### src/rtl/selen_wb_master_bridge_pkg.sv
// Shared definitions for the Selen Wishbone master bridge.
//   ST_*      : FSM state encodings (IDLE, BUS, BACKOFF, RESP)
//   cnt_width : bit width needed to hold a counter value 0..max_val
package selen_wb_master_bridge_pkg;

   localparam logic [1:0] ST_IDLE    = 2'd0;
   localparam logic [1:0] ST_BUS     = 2'd1;
   localparam logic [1:0] ST_BACKOFF = 2'd2;
   localparam logic [1:0] ST_RESP    = 2'd3;

   // Never returns 0 so a counter always has at least one bit.
   function automatic int unsigned cnt_width(input int unsigned max_val);
      return (max_val < 1) ? 1 : $clog2(max_val + 1);
   endfunction

endpackage

### src/rtl/selen_wb_timer.sv
// Loadable down-counter with a zero flag.
//   clk, rst_n  : clock, async active-low reset
//   i_load      : load i_load_val (has priority over i_en)
//   i_load_val  : value to load
//   i_en        : decrement by one, saturating at zero
//   o_done_c    : counter is zero (combinational from the count register)
module selen_wb_timer #(
   parameter int unsigned W = 8
) (
   input  logic         clk,
   input  logic         rst_n,
   input  logic         i_load,
   input  logic [W-1:0] i_load_val,
   input  logic         i_en,
   output logic         o_done_c
);

   logic [W-1:0] r_cnt;

   // Count register
   always_ff @(posedge clk or negedge rst_n) begin
      if (!rst_n) begin
         r_cnt <= '0;
      end else if (i_load) begin
         r_cnt <= i_load_val;
      end else if (i_en && (r_cnt != '0)) begin
         r_cnt <= r_cnt - W'(1);
      end
   end

   assign o_done_c = (r_cnt == '0);

endmodule

### src/rtl/selen_wb_master_bridge.sv
// Wishbone B4 classic-cycle initiator: one core load/store in, one bus cycle
// (with bounded RTY re-issue and a bus timeout) out, exactly one response back.
//   clk, rst_n                         : clock, async active-low reset
//   req_val/req_rdy/req_addr/req_we/
//   req_wdata/req_be                   : core request handshake and payload
//   resp_val/resp_rdata/resp_err       : one-cycle response pulse
//   wb_*_o / wb_*_i                    : Wishbone initiator port
module selen_wb_master_bridge
   import selen_wb_master_bridge_pkg::*;
#(
   parameter int unsigned AW      = 32,
   parameter int unsigned DW      = 32,
   parameter int unsigned RTY_MAX = 4,
   parameter int unsigned RTY_GAP = 2,
   parameter int unsigned TIMEOUT = 255
) (
   input  logic            clk,
   input  logic            rst_n,
   input  logic            req_val,
   output logic            req_rdy,
   input  logic [AW-1:0]   req_addr,
   input  logic            req_we,
   input  logic [DW-1:0]   req_wdata,
   input  logic [DW/8-1:0] req_be,
   output logic            resp_val,
   output logic [DW-1:0]   resp_rdata,
   output logic            resp_err,
   output logic [AW-1:0]   wb_adr_o,
   output logic [DW-1:0]   wb_dat_o,
   input  logic [DW-1:0]   wb_dat_i,
   output logic            wb_we_o,
   output logic [DW/8-1:0] wb_sel_o,
   output logic            wb_stb_o,
   output logic            wb_cyc_o,
   input  logic            wb_ack_i,
   input  logic            wb_err_i,
   input  logic            wb_rty_i
);

   localparam int unsigned BE_W  = DW / 8;
   localparam int unsigned TO_W  = cnt_width(TIMEOUT);
   localparam int unsigned GAP_W = cnt_width(RTY_GAP);
   localparam int unsigned RTY_W = cnt_width(RTY_MAX);

   logic [1:0]      r_state;
   logic            r_rdy;
   logic            r_cyc;
   logic            r_we;
   logic [AW-1:0]   r_adr;
   logic [DW-1:0]   r_dat;
   logic [BE_W-1:0] r_sel;
   logic            r_resp_val;
   logic [DW-1:0]   r_resp_rdata;
   logic            r_resp_err;
   logic [RTY_W-1:0] r_rty_cnt;

   logic [1:0]      w_state_nxt;
   logic            w_rdy_nxt;
   logic            w_cyc_nxt;
   logic            w_resp_val_nxt;
   logic [DW-1:0]   w_resp_rdata_nxt;
   logic            w_resp_err_nxt;
   logic [RTY_W-1:0] w_rty_nxt;
   logic            w_latch;
   logic            w_to_load;
   logic            w_gap_load;
   logic            w_to_done;
   logic            w_gap_done;

   // Timeout: loaded with TIMEOUT-1 on every entry to BUS, reaches zero in
   // the TIMEOUT-th unterminated bus cycle.
   selen_wb_timer #(.W(TO_W)) u_timeout (
      .clk        (clk),
      .rst_n      (rst_n),
      .i_load     (w_to_load),
      .i_load_val (TO_W'(TIMEOUT - 1)),
      .i_en       (r_state == ST_BUS),
      .o_done_c   (w_to_done)
   );

   // Backoff gap: loaded with RTY_GAP-1 on RTY, zero in the last idle cycle.
   selen_wb_timer #(.W(GAP_W)) u_gap (
      .clk        (clk),
      .rst_n      (rst_n),
      .i_load     (w_gap_load),
      .i_load_val (GAP_W'(RTY_GAP - 1)),
      .i_en       (r_state == ST_BACKOFF),
      .o_done_c   (w_gap_done)
   );

   // Next state and next registered outputs
   always_comb begin
      w_state_nxt      = r_state;
      w_rdy_nxt        = 1'b0;
      w_cyc_nxt        = 1'b0;
      w_resp_val_nxt   = 1'b0;
      w_resp_rdata_nxt = '0;
      w_resp_err_nxt   = 1'b0;
      w_rty_nxt        = r_rty_cnt;
      w_latch          = 1'b0;
      w_to_load        = 1'b0;
      w_gap_load       = 1'b0;
      case (r_state)
         ST_IDLE: begin
            w_rdy_nxt = 1'b1;
            // r_rdy is still low in the first cycle after reset release
            if (req_val && r_rdy) begin
               w_latch     = 1'b1;
               w_to_load   = 1'b1;
               w_cyc_nxt   = 1'b1;
               w_rdy_nxt   = 1'b0;
               w_state_nxt = ST_BUS;
            end
         end
         ST_BUS: begin
            w_cyc_nxt = 1'b1;
            // Termination priority: err > ack > rty > timeout
            if (wb_err_i) begin
               w_cyc_nxt      = 1'b0;
               w_resp_val_nxt = 1'b1;
               w_resp_err_nxt = 1'b1;
               w_state_nxt    = ST_RESP;
            end else if (wb_ack_i) begin
               w_cyc_nxt        = 1'b0;
               w_resp_val_nxt   = 1'b1;
               w_resp_rdata_nxt = r_we ? '0 : wb_dat_i;
               w_state_nxt      = ST_RESP;
            end else if (wb_rty_i) begin
               w_cyc_nxt = 1'b0;
               if (r_rty_cnt < RTY_W'(RTY_MAX)) begin
                  w_rty_nxt   = r_rty_cnt + RTY_W'(1);
                  w_gap_load  = 1'b1;
                  w_state_nxt = ST_BACKOFF;
               end else begin
                  w_resp_val_nxt = 1'b1;
                  w_resp_err_nxt = 1'b1;
                  w_state_nxt    = ST_RESP;
               end
            end else if (w_to_done) begin
               w_cyc_nxt      = 1'b0;
               w_resp_val_nxt = 1'b1;
               w_resp_err_nxt = 1'b1;
               w_state_nxt    = ST_RESP;
            end
         end
         ST_BACKOFF: begin
            if (w_gap_done) begin
               w_cyc_nxt   = 1'b1;
               w_to_load   = 1'b1;
               w_state_nxt = ST_BUS;
            end
         end
         ST_RESP: begin
            w_rty_nxt   = '0;
            w_rdy_nxt   = 1'b1;
            w_state_nxt = ST_IDLE;
         end
         default: begin
            w_state_nxt = ST_IDLE;
         end
      endcase
   end

   // State, request latch and registered outputs
   always_ff @(posedge clk or negedge rst_n) begin
      if (!rst_n) begin
         r_state      <= ST_IDLE;
         r_rdy        <= 1'b0;
         r_cyc        <= 1'b0;
         r_we         <= 1'b0;
         r_adr        <= '0;
         r_dat        <= '0;
         r_sel        <= '0;
         r_resp_val   <= 1'b0;
         r_resp_rdata <= '0;
         r_resp_err   <= 1'b0;
         r_rty_cnt    <= '0;
      end else begin
         r_state      <= w_state_nxt;
         r_rdy        <= w_rdy_nxt;
         r_cyc        <= w_cyc_nxt;
         r_resp_val   <= w_resp_val_nxt;
         r_resp_rdata <= w_resp_rdata_nxt;
         r_resp_err   <= w_resp_err_nxt;
         r_rty_cnt    <= w_rty_nxt;
         if (w_latch) begin
            r_we  <= req_we;
            r_adr <= req_addr;
            r_dat <= req_wdata;
            r_sel <= req_be;
         end
      end
   end

   assign req_rdy    = r_rdy;
   assign resp_val   = r_resp_val;
   assign resp_rdata = r_resp_rdata;
   assign resp_err   = r_resp_err;
   assign wb_adr_o   = r_adr;
   assign wb_dat_o   = r_dat;
   assign wb_we_o    = r_we;
   assign wb_sel_o   = r_sel;
   assign wb_cyc_o   = r_cyc;
   assign wb_stb_o   = r_cyc;

endmodule

### config.mk
export PLATFORM = sky130hd
export DESIGN_NAME = selen_wb_master_bridge
export DESIGN_NICKNAME = d
export VERILOG_FILES = /design/src/rtl/selen_wb_master_bridge_pkg.sv /design/src/rtl/selen_wb_timer.sv /design/src/rtl/selen_wb_master_bridge.sv
export SDC_FILE = /design/constraint.sdc
export NUM_CORES = 1
export LEC_CHECK = 0
export ABC_AREA = 1
export CAP_MARGIN = 10
export CELL_PAD_IN_SITES_DETAIL_PLACEMENT = 1
export CELL_PAD_IN_SITES_GLOBAL_PLACEMENT = 2
export CORE_UTILIZATION = 28
export CTS_BUF_LIST = sky130_fd_sc_hd__clkbuf_16
export DETAILED_ROUTE_END_ITERATION = 16
export PLACE_DENSITY_LB_ADDON = 0.1
export SLEW_MARGIN = 20
export SYNTH_ARGS = -nofsm -noshare
export SYNTH_HDL_FRONTEND = slang
export SYNTH_SLANG_ARGS = --single-unit
### constraint.sdc
create_clock -name clk -period 3.1 [get_ports clk]
set_clock_uncertainty 0.2 [all_clocks]
set_input_delay 0.62 -clock clk [delete_from_list [all_inputs] [get_ports clk]]
set_output_delay 0.62 -clock clk [all_outputs]
set_load 0.03 [all_outputs]
# Word level (Yosys, flattened, before mapping)
# Cells that the tools add are included.
# Widths: inputs -> output; s select.
[word_totals]
register_bits = 120
out_inout_bits = 106
elab_cells = 86
[op_classes]
n_mux = 46
eq_ne = 10
magnitude_cmp = 1
add_sub_neg = 3
reduce_logical = 13
[ops]
columns = ["cell", "count"]
rows = [
  ["$mux 32", 4],
  ["$mux 1", 23],
  ["$mux 2", 8],
  ["$mux 8", 2],
  ["$mux 3", 4],
  ["$ne 2x2->1 const B", 6],
  ["$logic_not 8->1", 1],
  ["$pmux 2 s4", 1],
  ["$reduce_bool 2->1", 4],
  ["$reduce_bool 8->1", 1],
  ["$sub 8x1->8 const B", 1],
  ["$pmux 3 s2", 1],
  ["$ne 5x5->1 const B", 1],
  ["$reduce_and 5->1", 1],
  ["$eq 2x2->1 const B", 2],
  ["$logic_not 2->1", 2],
  ["$pmux 1 s2", 2],
  ["$add 3x1->3 const B", 1],
  ["$logic_and 1x1->1", 3],
  ["$lt 3x3->1 const B", 1],
  ["$pmux 1 s3", 1],
  ["$reduce_and 3->1", 1],
  ["$eq 2x1->1 const B", 1],
  ["$sub 2x1->2 const B", 1],
]

# Longest topological paths before layout
# Gate-level depths: netlist of the first run.
[logic_depth]
ltp_word = 7
mapped_depth = 10

# Modules after synthesis
# Synthesis of the first run repeated with hierarchy kept, for this count alone.
[hier_totals]
hier_cells = 588
hier_area_um2 = 5360.1
[modules_own_cells]
columns = ["module", "instances", "cells_each", "area_per_inst_um2", "seq_area_each_um2"]
rows = [
  ["selen_wb_master_bridge", 1, 476, 4635.7, 2752.6],
  ["selen_wb_timer at u_timeout", 1, 93, 596.8, 200.2],
  ["selen_wb_timer at u_gap", 1, 19, 127.6, 50.0],
]

# Least setup slack after synthesis of the first run
# No wires, ideal clock.
[synth_timing]
path_type = "register to register"
start = "reg r_state[0]"
end = "reg r_dat[0] (netlist: wb_dat_o[0])"
setup_slack_ns = 1.394
path_stages_with_launch = 7
required_time_ns = 2.775
path_buffers = 2
arrival_ns = 1.381
period_less_slack_ns = 1.706
setup_time_ns = 0.125
cell_sequence = "dfrtp_1 inv_1 ha_1 nand3_2 buf_6 buf_6 mux2_4"
[synth_via]
elab_chain_cells = 2
[synth_rtl]
columns = ["element", "line", "rtl"]
rows = [
  ["start, declared", "selen_wb_master_bridge.sv:45", "logic [1:0] r_state;"],
  ["start signal, assigned", "selen_wb_master_bridge.sv:179", "r_state <= w_state_nxt;"],
  ["$logic_not 2->1", "selen_wb_master_bridge.sv:103", "case (r_state)"],
  ["$mux 1", "selen_wb_master_bridge.sv:103", ""],
  ["end signal, assigned", "selen_wb_master_bridge.sv:189", "r_dat <= req_wdata;"],
  ["end, declared", "selen_wb_master_bridge.sv:50", "logic [DW-1:0] r_dat;"],
]
# No other way between the ends.
# A chain may end at the register's enable or synchronous reset.

# Worst setup path after layout of the first run
[layout_timing]
start = "reg r_rdy (netlist: req_rdy)"
end = "out req_rdy"
[layout_lines]
columns = ["element", "line", "rtl"]
rows = [
  ["start, declared", "selen_wb_master_bridge.sv:46", "logic r_rdy;"],
  ["start signal, assigned", "selen_wb_master_bridge.sv:180", "r_rdy <= w_rdy_nxt;"],
  ["end, declared", "selen_wb_master_bridge.sv:20", "output logic req_rdy,"],
]
# No word-level cell between the ends.

==> key figures, run 1 <==
Detailed routing
  – Routed length per instance: around 16 um
  – Initial DRC Count: 85
  – Final WL: between 10 and 15 mm
  – DRT Pass-1 Iters: 4
  – Vias/cell: ~4.4
  – Vias: 3564
  – Remaining DRCs: 0
  – DRT antenna net count: 0

Synth
  – Syn Std Cell Area: 0.00483 mm^2
  – Yosys reg bits: 120
  – Synth top area share: 0.621
  – Syn avg cell area: between 10 and 15 um^2
  – Post-synth EDFFs: 0
  – Post-synthesis async set-or-reset flop share: 1.00
  – Post-synthesis cell type count: 28
  – Leading area contributor after synthesis: dfrtp_1
  – Synth cell count leaders: dfrtp_1, mux2_2, nand2_1
  – Post-Synthesis Cells: between 300 and 400
  – Main synth FF type: dfrtp_1
  – Most frequent cell after synthesis: dfrtp_1
  – Synth top area cells: dfrtp_1, mux2_2, nor3b_1, nand2_1, mux2_4
  – Synth warn: 0
  – Mapped Nets: ~480
  – Post-synthesis sequential area ratio: 0.621

Placed design
  – Placed insts: a little under 800
  – Setup WS pre-CTS: 0.733 ns
  – DP Area: 0.00721 mm^2
  – DP HPWL: around 10 mm
  – # port buffers: around 210
  – GPL Wtd Cong: between 0.7 and 0.8

Pwr
  – Pleak: around 3.4 nW
  – Pwr Density: ~1000 mW/mm^2
  – Total power: around 8 mW
  – Max IR drop VDD: 0.414 mV

Finish
  – Filler cells: 1743
  – Final nets: 697
  – Register area: about 0.003 mm^2
  – Final cell count without fillers: 816
  – Area of the multi-input gates: ~0.0016 mm^2
  – Final instance area: roughly 0.008 mm^2
  – Layout cells sized above 1: 0.202
  – Synthesis-to-layout area growth: 61.3%

Clock tree
  – Worst skew pair latency: roughly 0.4 ns
  – Num CTS Buffers: 17
  – Clk sinks: 120
  – Root Buffer Master: clkbuf_16
  – H-tree lvl count: 4
  – Post-CTS Setup Repair Bufs: 0
  – Clock transition at the registers of the reported paths: roughly 0.06 ns
  – Clock Tree Buf Depth: 2
  – CTS Hold Bufs: 0
  – CTS resizes: 0
  – CTS tree: done

GRT
  – Gr ovfl total: 0
  – Global-route wire length before repair: 22.0 mm
  – Largest net degree at the start of global routing: 44
  – Tot GR Track Use: 0.160
  – Antenna violations before repair: 1
  – Vias in the first global route: between 3000 and 4000

Timing
  – Post-route minimum period: 2.31 ns
  – Setup tns final: 0 ns
  – Relative slew slack: 0.545
  – Worst-Margin Slew: 0.683 ns
  – RSZ-0062 raised after global routing: false
  – Slew Viols, Final: 0
  – Endpoints failing setup: 0
  – Hold Vio Cnt, Final: 1
  – Period utilisation layout: 0.746
  – Setup slack after layout: ~0.8 ns
  – Hold slack final: -0.00210 ns
  – FMAX: 433 MHz

Floorplan
  – Die Width: roughly 130 um
  – Die Ht: between 100 and 150 um
  – Initial Util: 0.289
  – FP Rows: 47
  – Die ar.: 0.0178 mm^2
  – Core Area: roughly 0.017 mm^2
  – Num ports: between 200 and 250

Hold path
  – Hold Crit Class: in -> async

Setup path
  – Critical Path RT: ~2.3 ns
  – Critical path, cell by cell: clkdlybuf4s50_1
  – Critical path's slowest cell: clkdlybuf4s50_1
  – Critical path capture point type: output port
  – WP buf/inv: 1
  – Crit path max fanout: 3
  – Worst Path Arrival: 1.49 ns
  – Startpoint types: flip-flop
  – CP top delay family: buffers and inverters
  – Critical path type: reg -> out
  – Largest stage delay, worst path: 0.70 ns

Flow run
  – Max Cap Viol: 0

Outcome
  – Failing checks: negative hold slack
  – Status: finished with violations
kinds of logic (layout without fill, tap and decap cells):
family | after synthesis | after routing | synth area share
fa+ha+maj | 8 | 8 | 0.0207
mux | 69 | 69 | 0.169
compound gates | 17 | 17 | 0.0220
simple gates | 106 | 106 | 0.122
other cells | 0 | 1 | 0
flops | 120 | 120 | 0.621
buf+inv | 40 | 273 | 0.0417
xor+xnor | 2 | 2 | 0.00363
registers in the layout, indices dropped and copies added, names as in the netlist:
signal / cells
r_rty_cnt: 3
resp_rdata: 32
u_timeout.r_cnt: 8
wb_we_o: 1
u_gap.r_cnt: 2
wb_adr_o: 32
resp_val: 1
wb_cyc_o: 1
wb_dat_o: 32
r_state: 2
wb_sel_o: 4
req_rdy: 1
resp_err: 1
cells in the final DEF (no fill, tap or decap):
| master | instances |
|---|---|
| clkdlybuf4s50_1 | 211 |
| dfrtp_1 | 120 |
| mux2_2 | 59 |
| nand2_1 | 41 |
| nor3b_1 | 29 |
| inv_1 | 23 |
| clkbuf_16 | 17 |
| nand3_1 | 15 |
| mux2_4 | 10 |
| nor2_1 | 9 |
| ha_1 | 8 |
| o21ai_0 | 7 |
| o21ai_2 | 5 |
| a21oi_1 | 4 |
| clkinvlp_4 | 4 |
| buf_12 | 4 |
| nor3b_2 | 3 |
| nand4_1 | 3 |
| clkinv_4 | 3 |
| xnor2_1 | 2 |
| clkinv_2 | 2 |
| clkinv_1 | 2 |
| bufinv_16 | 2 |
| buf_4 | 2 |
| diode_2 | 1 |
| nor2_2 | 1 |
| nand4_2 | 1 |
| nand3_4 | 1 |
| inv_2 | 1 |
| or2_2 | 1 |
| nand2_2 | 1 |
| nand2_4 | 1 |
| a22oi_1 | 1 |
| inv_8 | 1 |
| inv_6 | 1 |
report_power, final:
group	switching [mW]	internal, mW	total [mW]
Combinational	1.95	1.57	3.52
Clock	0.726	1.18	1.91
Sequential	0.306	2.14	2.45
Total	2.98	4.90	7.88
routing by layer:
layer	part of all wire	up-vias	global-route usage
li1	-	1662	-
met1	0.43	1751	0.195
met2	0.48	137	0.260
met3	0.073	14	0.0556
met4	0.017	0	0.0606
met5	0	-	0
metrics by stage:
step | hold WS, ns | util
after global placement | 0.259 | 0.432
after CTS | 0.0185 | 0.466
after detailed placement | 0.274 | 0.432
after global routing | 0.0277 | 0.467
after floorplan | 0.124 | -
final | -0.00210 | 0.467
layout make-up:
type	count	area share
flip-flops and latches	120	0.385
repair buffers	217	0.283
multi-input cells	202	0.210
clock buffers	17	0.0546
well taps	220	0.0353
clock inverters	15	0.0197
inverters	24	0.0116
diodes	1	0.000321
path summary, 6_finish.rpt:
check	from	endpoint	slack, ns	cells past startpoint
hold reg to reg	r_rty_cnt[1]$_DFFE_PN0P_	r_rty_cnt[1]$_DFFE_PN0P_	0.29	2
setup / recovery	req_rdy$_DFF_PN0_	req_rdy	0.79	1
setup reg to reg	r_state[0]$_DFFE_PN0P_	wb_adr_o[24]$_DFFE_PN0P_	1.13	5
hold / removal	rst_n	wb_dat_o[10]$_DFFE_PN0P_	-0.002	1
min in group clk	r_rty_cnt[1]$_DFFE_PN0P_	r_rty_cnt[1]$_DFFE_PN0P_	0.29	2
max in group asynchronous	rst_n	wb_adr_o[31]$_DFFE_PN0P_	2.05	2
Power figures use the tool's default switching activity.
==> inputs of run 2 (changes only) <==
CORE_UTILIZATION = 24   (was 28)
clock period = 2.1 ns   (was 3.1 ns; I/O delays follow)
==> run 2 against run 1 <==
  * The run now ends clean
  * Largest cell class unchanged
  * Critical endpoint is now wb_dat_o[6]
  * Sequential cell count unchanged
  * Power up 52%
  * Die area up 16%
  * Sequential power up 47%
  * Register-to-register slack worse by 0.86 ns
  * Critical path depth unchanged
  * Hold slack better by 0.30 ns
  * Highest routed layer unchanged
==> key figures, run 2 (synthesis gave the netlist of run 1 again) <==
Setup path
  – Critical path type: reg -> out
  – Worst Path Arrival: between 1 and 1.5 ns
  – Capture point of the worst reg-to-reg path: wb_adr_o[10]$_DFFE_PN0P_
  – Worst R2R Setup Slack: 0.27 ns
  – WP buf/inv: 1
  – Largest stage delay, worst path: 0.67 ns
  – Critical path, cell by cell: clkdlybuf4s50_1
  – CP top delay family: buffers and inverters
  – Worst R2R Path Depth: 5
  – Startpoint types: flip-flop
  – Critical Path RT: between 1 and 1.5 ns
  – Critical path's slowest cell: clkdlybuf4s50_1
  – Critical path capture point type: output port
  – WP depth: 1
  – R2r startpoint: r_state[0]$_DFFE_PN0P_
  – Crit path max fanout: 2

Floorplan
  – Die ar.: approximately 0.021 mm^2
  – Die Ht: around 140 um
  – Num ports: between 200 and 250
  – FP Rows: 51
  – Initial Util: 0.247
  – Core Area: 0.0196 mm^2
  – Die Width: 144 um

Placed design
  – GPL Wtd Cong: ~0.68
  – # port buffers: 212
  – Setup WS pre-CTS: roughly 0.076 ns
  – DP HPWL: ~10 mm

Pwr
  – Max IR drop VDD: roughly 0.60 mV
  – Pwr Density: about 1500 mW/mm^2
  – Pleak: 3.88 nW

Detailed routing
  – Vias: between 3000 and 4000
  – Vias/cell: 4.14
  – DRT antenna net count: 0
  – DRT Pass-1 Iters: 4
  – Remaining DRCs: 0
  – Final WL: roughly 14 mm
  – Routed length per instance: about 16 um
  – Initial DRC Count: between 50 and 60

GRT
  – Tot GR Track Use: 0.138
  – Gr ovfl total: 0
  – Largest net degree at the start of global routing: 121
  – Vias in the first global route: 3796
  – Antenna violations before repair: 0
  – Global-route wire length before repair: between 20 and 25 mm

Finish
  – Layout cells sized above 1: 0.207
  – Commonest non-fill, non-tap cell in the layout: clkdlybuf4s50_1
  – Most frequent cells in the layout: clkdlybuf4s50_1, dfrtp_1, mux2_2
  – ANT cells: 0
  – Final nets: roughly 700
  – Synthesis-to-layout area growth: 65.7%

Hold path
  – Hold path endpoint: r_rty_cnt[1]$_DFFE_PN0P_
  – HP Start: r_rty_cnt[1]$_DFFE_PN0P_
  – Hold path cells: 2
  – Hold Crit Class: reg -> reg

Timing
  – FMAX: a little under 500 MHz
  – Period utilisation layout: 0.980
  – Post-route minimum period: just over 2 ns
  – RSZ-0062 raised after global routing: false
  – Endpoints failing setup: 0
  – Setup tns final: 0 ns
  – Hold Vio Cnt, Final: 0
  – Worst-Margin Slew: ~0.69 ns
  – Relative slew slack: 0.540
  – Slew Viols, Final: 0
  – Setup slack after layout: about 0.042 ns

Outcome
  – Status: finished, final reports clean

Clock tree
  – CTS tree: done
  – H-tree lvl count: 4
  – Worst skew pair latency: about 0.41 ns
  – Clock transition at the registers of the reported paths: around 0.060 ns
  – Post-CTS Setup Repair Bufs: 0
  – Num CTS Buffers: 17
  – Clk sinks: 120
  – Clock Tree Buf Depth: 2
  – Root Buffer Master: clkbuf_16

Flow run
  – Max Cap Viol: 0
## run 2: cell types whose count changed in the layout (fill, tap and decap cells not counted), sizes merged, moves of 3 or more
| cell | before | now |
|---|---|---|
| buf | 6 | 9 |
| bufinv | 2 | 5 |
| clkdlybuf4s50 | 211 | 167 |
| dlygate4sd2 | 0 | 14 |
| dlymetal6s2s | 0 | 30 |
## run 2: per-layer routing
| metal | routed length, um | global-route usage | up-vias |
|---|---|---|---|
| li1 | - | - | 1667 |
| met1 | 5840 | 0.171 | 1762 |
| met2 | 6660 | 0.215 | 138 |
| met3 | 1320 | 0.0526 | 14 |
| met4 | 231 | 0.0566 | 0 |
| met5 | 0 | 0 | - |
## run 2: area by class of cell
class | instances | area (um^2)
multi-input cells | 202 | 1640
clock buffers | 17 | 425
clock inverters | 15 | 225
flip-flops and latches | 120 | 3000
inverters | 24 | 90.1
well taps | 265 | 332
fillers | 2075 | 11600
repair buffers | 221 | 2300
## run 2: how the worst max path moves through the flow
stage | start | to
2_1_floorplan | r_state[0]$_DFFE_PN0P_ | wb_dat_o[0]$_DFFE_PN0P_
3_3_place_gp | req_val | wb_adr_o[5]$_DFFE_PN0P_
3_5_place_dp | req_val | wb_adr_o[10]$_DFFE_PN0P_
4_1_cts | wb_dat_o[30]$_DFFE_PN0P_ | wb_dat_o[30]
5_1_grt | wb_dat_o[14]$_DFFE_PN0P_ | wb_dat_o[14]
6_report | wb_dat_o[6]$_DFFE_PN0P_ | wb_dat_o[6]
## run 2: report_power, final
part	switching (mW)	internal, mW
clock network	1.11	2.11
logic	2.93	2.22
registers	0.423	3.16
## run 2: per-stage QoR
stage          instances  instance area [um^2]  power, mW  hold slack, ns  utilization
3_3_place_gp         831                  7290       8.87           0.259        0.372
4_1_cts              864                  7930       12.2           0.301        0.405
3_5_place_dp         831                  7290       9.01           0.281        0.372
6_report             864                  8010       12.0           0.294        0.409
5_1_grt              864                  8010       12.6           0.315        0.409
2_1_floorplan        362                  4830       6.71         -0.0756            -
## run 2: what timing repair did
| item | 4_1_cts | 5_1_grt |
|---|---|---|
| setup endpoints to repair | 14 | 30 |
| pin swaps | 0 | 0 |
| resized for setup | 14 | 30 |
| hold endpoints to repair | 120 | 0 |
| hold buffers | 1 | 0 |
==> inputs of run 3 (changes only) <==
SLEW_MARGIN = unset   (was 20)
==> results of run 3 <==
Same layout as run 2: the final DEF is identical, and so are final timing and power.
